**config.mk**
```make
export PLATFORM = sky130hd
export DESIGN_NAME = mem_arbiter
export DESIGN_NICKNAME = d
export VERILOG_FILES = /design/src/rtl/risc_pkg.sv /design/src/rtl/mem_arb_watchdog.sv /design/src/rtl/mem_arbiter.sv
export SDC_FILE = /design/constraint.sdc
export NUM_CORES = 1
export LEC_CHECK = 0
export ABC_AREA = 1
export BUFFER_PORTS_ARGS = -buffer_cell sky130_fd_sc_hd__clkbuf_2
export CAP_MARGIN = 40
export CORE_ASPECT_RATIO = 0.9
export CORE_MARGIN = 10
export CORE_UTILIZATION = 30
export CTS_CLUSTER_DIAMETER = 50
export DETAILED_ROUTE_END_ITERATION = 10
export GPL_TIMING_DRIVEN = 0
export PLACE_DENSITY = 0.6
export SETUP_SLACK_MARGIN = 0.2
export SLEW_MARGIN = 10
export SYNTH_ARGS = -nofsm -noshare
export SYNTH_HDL_FRONTEND = slang
export SYNTH_SLANG_ARGS = --single-unit
```
**constraint.sdc**
```tcl
create_clock -name clk -period 2.05 [get_ports clk]
set_input_delay 0.205 -clock clk [delete_from_list [all_inputs] [get_ports clk]]
set_output_delay 0.205 -clock clk [all_outputs]
set_load 0.02 [all_outputs]
```
**src/rtl/risc_pkg.sv**
```systemverilog
// Shared types for the memory arbiter: access size, arbiter state, owner and
// the registered memory command payload.
package risc_pkg;

  localparam int unsigned XLEN = 32;

  typedef enum logic [1:0] {
    MEM_SIZE_BYTE = 2'd0,
    MEM_SIZE_HALF = 2'd1,
    MEM_SIZE_WORD = 2'd2
  } mem_size_t;

  typedef enum logic [1:0] {
    IDLE  = 2'd0,
    ISSUE = 2'd1,
    WAIT  = 2'd2,
    RESP  = 2'd3
  } arb_state_t;

  typedef enum logic {
    OWNER_I = 1'b0,
    OWNER_D = 1'b1
  } arb_owner_t;

  typedef struct packed {
    logic            wr_en;
    mem_size_t       size;
    logic [XLEN-1:0] addr;
    logic [XLEN-1:0] wdata;
  } mem_cmd_t;

endpackage

```
**src/rtl/mem_arb_watchdog.sv**
```systemverilog
// Cycle counter for the WAIT state; expired_c flags the TIMEOUT-th enabled cycle.
module mem_arb_watchdog #(
  parameter int unsigned TIMEOUT = 255
) (
  input  logic clk,
  input  logic reset_n,
  input  logic clr,
  input  logic en,
  output logic expired_c
);

  localparam int unsigned CW = (TIMEOUT > 1) ? $clog2(TIMEOUT) : 1;

  logic [CW-1:0] count;

  // Count starts at zero on the first enabled cycle, so TIMEOUT-1 marks the last one.
  assign expired_c = en && (count == CW'(TIMEOUT - 1));

  always_ff @(posedge clk or negedge reset_n) begin
    if (!reset_n) begin
      count <= '0;
    end else if (clr) begin
      count <= '0;
    end else if (en && !expired_c) begin
      count <= count + CW'(1);
    end
  end

endmodule

```
**src/rtl/mem_arbiter.sv**
```systemverilog
// Two-master (fetch/data) arbiter onto a single memory port, one transaction
// outstanding, with data-streak limiting and a WAIT-state timeout.
module mem_arbiter
  import risc_pkg::*;
#(
  parameter int unsigned MAX_DSTREAK = 4,
  parameter int unsigned TIMEOUT     = 255
) (
  input  logic        clk,
  input  logic        reset_n,
  input  logic        i_req,
  input  logic [31:0] i_addr,
  output logic        i_valid,
  output logic [31:0] i_rdata,
  output logic        i_err,
  input  logic        d_req,
  input  logic        d_wr_en,
  input  mem_size_t   d_size,
  input  logic [31:0] d_addr,
  input  logic [31:0] d_wdata,
  output logic        d_valid,
  output logic [31:0] d_rdata,
  output logic        d_err,
  output logic        m_req,
  output logic        m_wr_en,
  output mem_size_t   m_size,
  output logic [31:0] m_addr,
  output logic [31:0] m_wdata,
  input  logic        m_ready,
  input  logic        m_rvalid,
  input  logic [31:0] m_rdata
);

  localparam int unsigned SW = $clog2(MAX_DSTREAK + 1);

  arb_state_t    state, state_nxt;
  arb_owner_t    owner, owner_nxt;
  logic [SW-1:0] dstreak, dstreak_nxt;
  mem_cmd_t      cmd, cmd_nxt;
  logic          m_req_nxt;
  logic          wd_clr_c, wd_en_c, wd_expired_c;
  logic          resp_c, resp_err_c;

  mem_arb_watchdog #(.TIMEOUT(TIMEOUT)) u_watchdog (
    .clk       (clk),
    .reset_n   (reset_n),
    .clr       (wd_clr_c),
    .en        (wd_en_c),
    .expired_c (wd_expired_c)
  );

  always_ff @(posedge clk or negedge reset_n) begin
    if (!reset_n) state <= IDLE;
    else          state <= state_nxt;
  end

  always_comb begin
    state_nxt   = state;
    owner_nxt   = owner;
    dstreak_nxt = dstreak;
    cmd_nxt     = cmd;
    m_req_nxt   = 1'b0;
    wd_clr_c    = 1'b0;
    wd_en_c     = 1'b0;
    resp_c      = 1'b0;
    resp_err_c  = 1'b0;
    case (state)
      IDLE: begin
        if (i_req || d_req) begin
          // Data has priority until it has won MAX_DSTREAK times over a waiting fetch.
          if (d_req && !(i_req && dstreak == SW'(MAX_DSTREAK))) begin
            owner_nxt   = OWNER_D;
            cmd_nxt     = '{wr_en: d_wr_en, size: d_size, addr: d_addr, wdata: d_wdata};
            dstreak_nxt = (dstreak == SW'(MAX_DSTREAK)) ? dstreak : dstreak + SW'(1);
          end else begin
            owner_nxt   = OWNER_I;
            cmd_nxt     = '{wr_en: 1'b0, size: MEM_SIZE_WORD, addr: i_addr, wdata: 32'h0};
            dstreak_nxt = '0;
          end
          m_req_nxt = 1'b1;
          state_nxt = ISSUE;
        end
      end
      ISSUE: begin
        if (m_ready) begin
          wd_clr_c  = 1'b1;
          state_nxt = WAIT;
        end else begin
          m_req_nxt = 1'b1;
        end
      end
      WAIT: begin
        wd_en_c = 1'b1;
        if (m_rvalid) begin
          resp_c    = 1'b1;
          state_nxt = RESP;
        end else if (wd_expired_c) begin
          resp_c     = 1'b1;
          resp_err_c = 1'b1;
          state_nxt  = RESP;
        end
      end
      RESP:    state_nxt = IDLE;
      default: state_nxt = IDLE;
    endcase
  end

  always_ff @(posedge clk or negedge reset_n) begin
    if (!reset_n) begin
      owner   <= OWNER_I;
      dstreak <= '0;
      cmd     <= '0;
      m_req   <= 1'b0;
      i_valid <= 1'b0;
      i_rdata <= 32'h0;
      i_err   <= 1'b0;
      d_valid <= 1'b0;
      d_rdata <= 32'h0;
      d_err   <= 1'b0;
    end else begin
      owner   <= owner_nxt;
      dstreak <= dstreak_nxt;
      cmd     <= cmd_nxt;
      m_req   <= m_req_nxt;
      i_valid <= resp_c && (owner == OWNER_I);
      d_valid <= resp_c && (owner == OWNER_D);
      if (resp_c && owner == OWNER_I) begin
        i_rdata <= resp_err_c ? 32'h0 : m_rdata;
        i_err   <= resp_err_c;
      end
      if (resp_c && owner == OWNER_D) begin
        d_rdata <= resp_err_c ? 32'h0 : m_rdata;
        d_err   <= resp_err_c;
      end
    end
  end

  assign m_wr_en = cmd.wr_en;
  assign m_size  = cmd.size;
  assign m_addr  = cmd.addr;
  assign m_wdata = cmd.wdata;

endmodule

```
Yosys cells after proc, flatten, opt, wreduce, memory -nomap -nowiden --
Index checks and enable logic that the tools add are counted.
Word-level totals: register bits after elaboration 150, output and inout port bits 136, logic and storage cells 64
Operators by class: add/subtract/negate cells 2, equality and inequality tests 9, multiplexer cells 23, bitwise logic cells 1, reductions and logical operators 14
Operators with widths (number):
- 67-bit 2-to-1 mux | 1
- 32-bit 2-to-1 mux | 1
- 8-bit 2-to-1 mux | 2
- 1-bit 2-to-1 mux | 11
- 8-bit by 1-bit adder with 8-bit output, second input constant | 1
- 8-bit == test, second input constant | 1
- 2-bit 2-to-1 mux | 4
- 2-bit case mux with 4 select lines | 1
- 1-bit logical AND | 6
- 3-bit 2-to-1 mux | 2
- 2-bit != test, second input constant | 3
- 3-bit AND reduction | 2
- 2-bit == test, second input constant | 2
- 3-bit by 1-bit adder with 3-bit output, second input constant | 1
- 3-bit == test, second input constant | 1
- 3-bit by 2-bit != test with 1-bit output, second input constant | 1
- 2-bit by 1-bit == test with 1-bit output, second input constant | 1
- 1-bit zero test | 2
- 2-bit zero test | 1
- 1-bit case mux with 2 select lines | 1
- 2-bit AND reduction | 1
- 2-bit nonzero test | 1
- 1-bit logical OR | 1
- 1-bit inverter | 1

Depth between registers and ports, before layout --
Gate-level depths: netlist of run 1.
depth in word-level cells 7, depth in mapped cells 11, mapped depth without buffers 10

By module --
From an unflattened synthesis of run 1, not the netlist that was laid out.
Unflattened totals: cell total of the unflattened synthesis 904, area total of the unflattened synthesis 6934.2 µm²
By module, submodules not included:
- mem_arbiter | instances 1, cells each 832, area each 6399.9 µm²
- mem_arb_watchdog | instances 1, cells each 72, area each 534.3 µm²

Worst setup path after synthesis of run 1 --
Ideal clock, no wire load.
kind register -> register, from register state[0], to register d_rdata[11], library setup time 67 ps, arrival time 1412 ps, data required time 1983 ps, path slack 571 ps, stages on the path, launching flop included 8, period minus slack after synthesis 1479 ps, cell sequence dfrtp_1 > inv_1 > ha_1 > buf_2 > buf_2 > clkbuf_1 > nand4_1 > nand2_1
Between the ends: cells in the longest elaborated chain, start to end 7, elaborated cells between the ends (all ways) 10, classes of those cells 1 x eq/ne; 7 x mux; 2 x reduce/logical
RTL lines:
- start, declared | RTL line mem_arbiter.sv:36 | arb_state_t state, state_nxt;
- start signal, assigned | RTL line mem_arbiter.sv:54 | else state <= state_nxt;
- 2-bit == test (*) | RTL line mem_arbiter.sv:67 | case (state)
- 1-bit 2-to-1 mux | RTL line mem_arbiter.sv:67
- 1-bit logical AND | RTL line mem_arb_watchdog.sv:17 | assign expired_c = en && (count == CW'(TIMEOUT - 1));
- 1-bit 2-to-1 mux | RTL line mem_arbiter.sv:97 | end else if (wd_expired_c) begin
- 1-bit 2-to-1 mux | RTL line mem_arbiter.sv:94 | if (m_rvalid) begin
- 1-bit 2-to-1 mux | RTL line mem_arbiter.sv:67
- 32-bit 2-to-1 mux or 1-bit logical AND (tied branches) | RTL line mem_arbiter.sv:132, mem_arbiter.sv:131
- end signal, assigned | RTL line mem_arbiter.sv:132 | d_rdata <= resp_err_c ? 32'h0 : m_rdata;
- end, declared | RTL line mem_arbiter.sv:22 | output logic [31:0] d_rdata,
Mark *: on every way between the ends. The rest lies on a longest branch, timed or not. A chain may end at the register's enable or synchronous reset.

Worst setup path after layout of run 1 --
from register dstreak[0], to register cmd (netlist bit m_wdata[19])
Between the ends: cells in the longest elaborated chain, start to end 5
RTL lines:
- start, declared | RTL line mem_arbiter.sv:38 | logic [SW-1:0] dstreak, dstreak_nxt;
- start signal, assigned | RTL line mem_arbiter.sv:122 | dstreak <= dstreak_nxt;
- 3-bit == test | RTL line mem_arbiter.sv:71 | if (d_req && !(i_req && dstreak == SW'(MAX_DSTREAK))) begin
- 1-bit logical AND | RTL line mem_arbiter.sv:71
- 1-bit zero test | RTL line mem_arbiter.sv:71
- 1-bit logical AND | RTL line mem_arbiter.sv:71
- 67-bit 2-to-1 mux | RTL line mem_arbiter.sv:71
- end signal, assigned | RTL line mem_arbiter.sv:123 | cmd <= cmd_nxt;
- end, declared | RTL line mem_arbiter.sv:39 | mem_cmd_t cmd, cmd_nxt;
No other way between the ends.

==> impl_metrics.yaml, run 1 <==
floorplan:
  io_pins: 273
  die-area_mm2: 0.0289
  core_area_mm2: 0.0219
  die_y_um: 162
  initial_core_util_pct: 30.8
  num_rows: 51
  die_width_um: 178
status:
  status: "completed"
sta:
  rsz0062_at_grt: "no"
  hold_viol_final: 0
  fin_skew_ns: 0.0141
  whs_ns: 0.0183
  relSlewSlack_pct: 61.2
  setup_violations: 0
  drv_slew: 0
  fin_crit_sh_pct: 82.2
  period_needed_ns: 1.68
  fmax_mhz: 594
  setup-tns-final_ns: 0
  tightestPinTransition_ns: 0.582
placement:
  gp_congestion: 0.834
  placed_cell_area_mm2: 0.00850
  io_buffers: 272
  place_hpwl_um: 16700
grt:
  track_usage_pct: 15.4
  antenna_found_initial: 0
  grt_pass1_wl_um: 35700
  grt_pass1_vias: 6583
  grt_max_degree: 80
  grt_overflow_total: 0
clock_network:
  insertion_delay_ns: 0.43
  clkSinkCount: 150
  cts_tree: "built"
  cts.clk_slew.worst_paths_ns: 0.07
  h-tree-depth: 4
  cts_buffers: 17
  cts_buffer_depth: 2
  ctsRootBufferMaster: "clkbuf_16"
drt:
  ant_nets: 0
  drc: 0
  drt_iter0_drc: 496
  drtPass1Iterations: 7
  wl_um: 22700
  via_per_inst: 4.44
  via_count: 6427
  wl_per_cell_um: 15.7
layout:
  antenna_cells: 0
  fillCellCount: 2158
  seq_area_mm2: 0.00375
  utilization_pct: 43.5
  drive_above_1_share_pct: 30.7
  fin_area_mm2: 0.00952
  area_growth_pct: 41.2
  multi_input_area_mm2: 0.00249
  layout.nets: 1286
synth:
  syn_area_per_cell_um2: 8.32
  ys_seq_area_share_pct: 55.7
  yosysWarnings: 0
  syn_area_mm2: 0.00674
  synth_fp_nets: 954
  synth_cell_types: 25
  synth_cells: 810
  synth-seq-cells: 150
setup_path:
  startpoint: "dstreak[0]"
  worst_path_largest_cell_delay_ns: 0.35
  ff2ff_path_depth: 10
  cp-endpoint: "m_wdata[19]"
  slowest_stage: "dfrtp_1"
  crit_path_end_kind: "flop"
  cp.required_ns: 2.41
  start_kind: "flop"
  cp_common_cell: "nand2_1"
  worstPathCellList: "inv_1 > ha_1 > nand2_1 > inv_1 > nand2_1 > nand2_2 > nor2_4 > buf_2 > nand2_1 > nand2_1"
  reg2reg_from: "dstreak[0]"
  critPathKind: "flop to flop"
  path_max_fanout: 10
  r2r_slack_ns: 0.37
  cp.arrival_ns: 2.04
  timing.rr.end: "m_wdata[19]"
hold_path:
  holdCritPathClass: "primary input to flop"
power_and_ir_drop:
  power_density_mw_per_mm2: 1540
  vdd_drop_max_mv: 0.530
  power_leakage_nw: 5.39
run:
  drv_cap: 0
## cell usage in the layout (no fill, tap or decap), types with 2 or more instances in the layout
cell type and n:
buf_6 13, clkbuf_2 276, nand4_1 67, dlygate4sd3_1 35, nand2_1 371, a21oi_1 2
nor2_4 3, buf_4 7, inv_8 6, inv_1 50, nand3_1 13, o21ai_0 32
xor2_1 3, dfrtp_1 150, inv_6 4, bufinv_16 2, nor2_1 45, clkbuf_4 2
nand2_2 4, inv_2 2, o21ai_1 6, ha_1 7, clkbuf_16 17, nand3_4 2
clkbuf_1 15, clkbuf_8 2, buf_2 9
## routing by layer
layer,GRT usage [%],part of all wire [%],up-vias
met2,25.6,50,157
li1,-,-,3237
met1,19.4,44,3013
met3,3.71,4.9,20
met5,0,0,-
met4,4.54,1.5,0
## sequential cells by signal, summed over array words and instances, names as in the netlist
signal / flops
m_wr_en: 1
u_watchdog.count: 8
i_err: 1
i_valid: 1
m_req: 1
d_err: 1
state: 2
m_addr: 32
i_rdata: 32
d_rdata: 32
d_valid: 1
dstreak: 3
owner: 1
m_size: 2
m_wdata: 32
## worst max-delay path: cells and delay by family (launching register included)
family | cells | cell delay (ns)
simple gates | 6 | 0.67
fa+ha+maj | 1 | 0.19
flops | 1 | 0.35
buf+inv | 3 | 0.40
## cell type report
class	instances	area share (%)
plain buffers	48	3.30
clock buffers	18	4.61
clock inverters	14	1.88
inverters	53	2.09
multi-input cells	560	26.2
flip-flops and latches	150	39.4
well taps	291	3.83
repair buffers	312	18.7
## cell usage after synthesis
master    number  area (um2)
a21oi_1        2        10.0
buf_1          2        7.51
buf_2         10        50.1
buf_4          3        22.5
buf_6         13         146
clkbuf_1      20        75.1
clkinv_1       1        3.75
dfrtp_1      150        3750
ha_1           7        87.6
inv_1         51         191
inv_2          1        3.75
nand2_1      371        1390
nand2_2        4        25.0
nand2_4        1        11.3
nand3_1       13        65.1
nand3_4        2        35.0
nand3b_1       1        7.51
nand4_1       67         419
nor2_1        45         169
nor2_4         3        33.8
nor3_1         1        5.00
o21ai_0       32         160
o21ai_1        6        30.0
or2_2          1        6.26
xor2_1         3        26.3
## where the power goes
group          total, W  internal [W]  switching [W]
Sequential      0.00496       0.00423       0.000723
Combinational   0.00633       0.00201        0.00433
Clock           0.00333       0.00190        0.00143
## repair_timing
item / CTS / global route
resized for setup: 1 / 13
buffers inserted: 0 / 4
pin swaps: 0 / 2
endpoints found under the setup margin: 6 / 71
hold endpoints to repair: 105 / 0
hold buffers: 35 / 0
cloned: 0 / 1
## worst min-delay path by stage
stage,startpoint,to,cells after the start
after floorplan,reset_n,d_err,0
after global placement,d_wdata[7],m_wdata[7],3
after detailed placement,reset_n,i_rdata[29],1
after CTS,d_wdata[23],m_wdata[23],3
after global routing,d_wdata[24],m_wdata[24],3
final,d_wdata[24],m_wdata[24],3
## kinds of logic after synthesis
kind of cell	after synthesis	synth area share, %
xor+xnor	3	0.390
flops	150	55.7
fa+ha+maj	7	1.30
buf+inv	101	7.43
simple gates	509	32.2
compound gates	40	2.97
## through the flow
stage | setup WS (ns) | cells | power (W)
floorplan | 0.571 | 810 | 0.00880
global placement | -2.10 | 1373 | 0.0112
detailed placement | 0.154 | 1374 | 0.0113
CTS | 0.218 | 1441 | 0.0148
global route | 0.197 | 1446 | 0.0157
finish | 0.365 | 1446 | 0.0146
Power figures use the tool's default switching activity.
==> run 2: changes to the inputs <==
--- a/config.mk
+++ b/config.mk
@@ -5,7 +5,7 @@
 export SDC_FILE = /design/constraint.sdc
 export NUM_CORES = 1
 export LEC_CHECK = 0
-export ABC_AREA = 1
+export ABC_AREA = 0
 export BUFFER_PORTS_ARGS = -buffer_cell sky130_fd_sc_hd__clkbuf_2
 export CAP_MARGIN = 40
 export CORE_ASPECT_RATIO = 0.9
@@ -14,7 +14,7 @@
 export CTS_CLUSTER_DIAMETER = 50
 export DETAILED_ROUTE_END_ITERATION = 10
 export GPL_TIMING_DRIVEN = 0
-export PLACE_DENSITY = 0.6
+export PLACE_DENSITY = 0.63
 export SETUP_SLACK_MARGIN = 0.2
 export SLEW_MARGIN = 10
 export SYNTH_ARGS = -nofsm -noshare
==> constraint.sdc (replaced) <==
create_clock -name clk -period 1.48 [get_ports clk]
set_input_delay 0.148 -clock clk [delete_from_list [all_inputs] [get_ports clk]]
set_output_delay 0.148 -clock clk [all_outputs]
set_load 0.02 [all_outputs]
==> run 2 against run 1 <==
  * Largest cell class unchanged
  * Die area is 9.5% lower
  * Register-to-register slack worse by 0.47 ns
  * The run now ends with setup timing left
  * Via count is 13% lower
  * Sequential cell count stayed put
  * Highest routed layer unchanged
  * Power up 52%
==> impl_metrics.yaml, run 2 <==
drt:
  ant_nets: 0
  via_per_inst: 4.81
  via_count: 5576
  drc: 0
  drtPass1Iterations: 4
  wl_um: 22900
  drt_iter0_drc: 288
  wl_per_cell_um: 19.8
setup_path:
  cp.required_ns: 1.77
  slowest_stage: "dfrtp_1"
  crit_path_end_kind: "flop"
  critPathKind: "flop to flop"
  cp_num_cells: 7
  start_kind: "flop"
  startpoint: "state[1]"
  path_max_fanout: 7
  critPathTopFamily: "buffers and inverters"
  worst_path_largest_cell_delay_ns: 0.43
  cp.arrival_ns: 1.88
  worstPathCellList: "inv_2 > ha_4 > clkbuf_16 > o21ai_4 > buf_12 > buf_8 > a22o_1"
  reg2reg_from: "state[1]"
  cp.buffers_inverters: 4
  ff2ff_path_depth: 7
grt:
  track_usage_pct: 17.1
  antenna_found_initial: 0
  grt.busiest_layer: "met2"
  grt_pass1_vias: 6146
  met2_usage_pct: 27.9
  grt_pass1_wl_um: 35800
  grt_overflow_total: 0
  grt_max_degree: 82
  use_met1_pct: 20.8
  grt.met3_usage_pct: 7.02
placement:
  dp.cells: 986
  place_hpwl_um: 14900
  io_buffers: 271
  gp_congestion: 0.789
sta:
  fmax_mhz: 631
  relSlewSlack_pct: 45.9
  fin_skew_ns: 0.0103
  layout_setup_ws_ns: -0.106
  period_needed_ns: 1.59
  hold_viol_final: 0
  fin_crit_sh_pct: 107
  rsz0062_at_grt: "yes"
  setup_violations: 133
  drv_slew: 0
  tightestPinTransition_ns: 0.811
  setup-tns-final_ns: -7.04
clock_network:
  clkSinkCount: 150
  h-tree-depth: 4
  cts_buffers: 17
  cts_buffer_depth: 2
  cts_tree: "built"
  ctsRootBufferMaster: "clkbuf_16"
  cts.clk_slew.worst_paths_ns: 0.06
  insertion_delay_ns: 0.42
synth:
  synth_xor_area_share_pct: 0.146
  yosys-top-cells-area: "dfrtp_1 (62%), a22o_1 (14%), mux2i_1 (5.5%), o21ai_0 (2.5%), nand2_1 (2.4%)"
  synth_top_family_by_area: "compound AO/OA/AOI/OAI gates"
  yosysTopAreaCellShare_pct: 62.4
  synth-simple-area-share_pct: 5.20
  synth-main-ff-cell: "dfrtp_1"
  syn_area_per_cell_um2: 13.1
  synth.most_common_cell: "dfrtp_1"
  synthAdderAreaFrac_pct: 1.46
  synth_compound_area_share_pct: 20.7
  syn_area_mm2: 0.00601
  synth_common_cells: "dfrtp_1 (150), a22o_1 (98), nand2_1 (38)"
  synth_fp_nets: 603
  synth_edf_count: 0
  synth-seq-cells: 150
  synth_cell_types: 44
  synth_cells: 459
  ys_seq_area_share_pct: 62.4
  yosys.area.top_type: "dfrtp_1"
  yosysWarnings: 0
  async_reset_ff_share_pct: 100
  synthMuxAreaShare_pct: 5.68
hold_path:
  min_path_cells: 3
  worstHoldStart: "d_addr[4]"
  holdCritPathClass: "primary input to flop"
power_and_ir_drop:
  sw_frac_of_total_pct: 39.5
  combPwrFrac_pct: 48.5
  pwr-share-seq_pct: 31.7
  power_leakage_nw: 5.25
  pwr-share-clk_pct: 19.8
  power_density_mw_per_mm2: 2120
  netSwitchingPower_w: 0.00881
  vdd_drop_max_mv: 1.13
  intPower_w: 0.0135
floorplan:
  core_area_mm2: 0.0199
  initial_core_util_pct: 30.3
  num_rows: 49
  io_pins: 273
  die_y_um: 154
  die-area_mm2: 0.0261
  die_width_um: 169
status:
  status: "complete, but fails checks"
  violations: "setup timing"
layout:
  antenna_cells: 0
  mostFrequentLayoutCells: "clkbuf_2 (270), dfrtp_1 (149), a22o_1 (98)"
  layout_commonest_cell: "clkbuf_2"
  instances_no_fill: 1160
  area_growth_pct: 75.1
  drive_above_1_share_pct: 53.8
  layout.nets: 1036
run:
  drv_cap: 0
-- run 2: cell count changes after synthesis, moves of 4 or more --
cell | previous run | this run
nand2_1 | 371 | 38
a22o_1 | 0 | 98
nand4_1 | 67 | 0
inv_1 | 51 | 10
nor2_1 | 45 | 8
mux2i_1 | 0 | 33
clkbuf_1 | 20 | 10
nand3_1 | 13 | 5
a21oi_1 | 2 | 6
buf_2 | 10 | 6
buf_4 | 3 | 7
buf_6 | 13 | 9
-- run 2: metal layers --
metal / vias up / share of wire (%) / wire length (um)
met2: 276 / 47 / 10900
met4: 0 / 0.97 / 223
met3: 16 / 10 / 2320
li1: 2563 / - / -
met1: 2721 / 41 / 9500
met5: - / 0 / 0
-- run 2: final cells by class --
class,instances,area [um2]
tap,255,319
sequential,150,3750
clock inverter,14,165
multi-input combinational,268,2430
clock buffer,18,429
fill,1679,9340
timing repair buffer,412,2930
inverter,10,50.0
buffer,33,449
-- run 2: worst paths after layout --
check / to / slack (ns)
max: m_wdata[21] / -0.11
max in group asynchronous: m_addr[17] / 0.37
min reg2reg: m_addr[6] / 0.48
min in group asynchronous: i_rdata[26] / 0.27
max reg2reg: m_wdata[21] / -0.11
min: m_addr[4] / 0.01
-- run 2: stage by stage --
stage / hold slack (ns) / setup slack (ns) / utilization [%] / total power (W) / instance area [um2]
after detailed placement: 0.186 / -0.173 / 39.8 / 0.0155 / 7910
after CTS: 0.000278 / -0.117 / 51.4 / 0.0220 / 10200
after global routing: 0.00562 / -0.168 / 53.0 / 0.0235 / 10500
final: 0.0104 / -0.106 / 53.0 / 0.0223 / 10500
after floorplan: -0.148 / 0.0155 / - / 0.0123 / 6200
after global placement: 0.367 / -2.41 / 39.6 / 0.0153 / 7880
-- run 2: kinds of logic (layout without fill, tap and decap cells) --
group | count (synthesis) | after routing
AO/OA/AOI/OAI | 158 | 160
XOR/XNOR | 1 | 1
adder cells (fa/ha/maj) | 7 | 7
buffers and inverters | 43 | 487
flip-flops | 150 | 150
multiplexers | 34 | 34
AND/OR/NAND/NOR | 66 | 66
-- run 2: worst reg2reg max path, stage by stage, from the launching register on --
cell	delay (ns)
dfrtp_1	0.43
inv_2	0.10
ha_4	0.14
clkbuf_16	0.16
o21ai_4	0.09
buf_12	0.19
buf_8	0.13
a22o_1	0.23
-- run 2: what timing repair did --
action,CTS,global route
hold buffers,82,0
pin swaps,40,27
cloned,16,1
gates resized for setup,92,66
endpoints found under the setup margin,149,164
buffers inserted,36,7
endpoints found under the hold margin,175,0
-- run 2: power by group through the flow --
stage	logic [W]	clock network [W]	registers (W)
final	0.0108	0.00441	0.00706
after global routing	0.0116	0.00468	0.00729
after CTS	0.0104	0.00452	0.00700
after detailed placement	0.00847	0	0.00702
after global placement	0.00831	0	0.00703
after floorplan	0.00339	0	0.00891
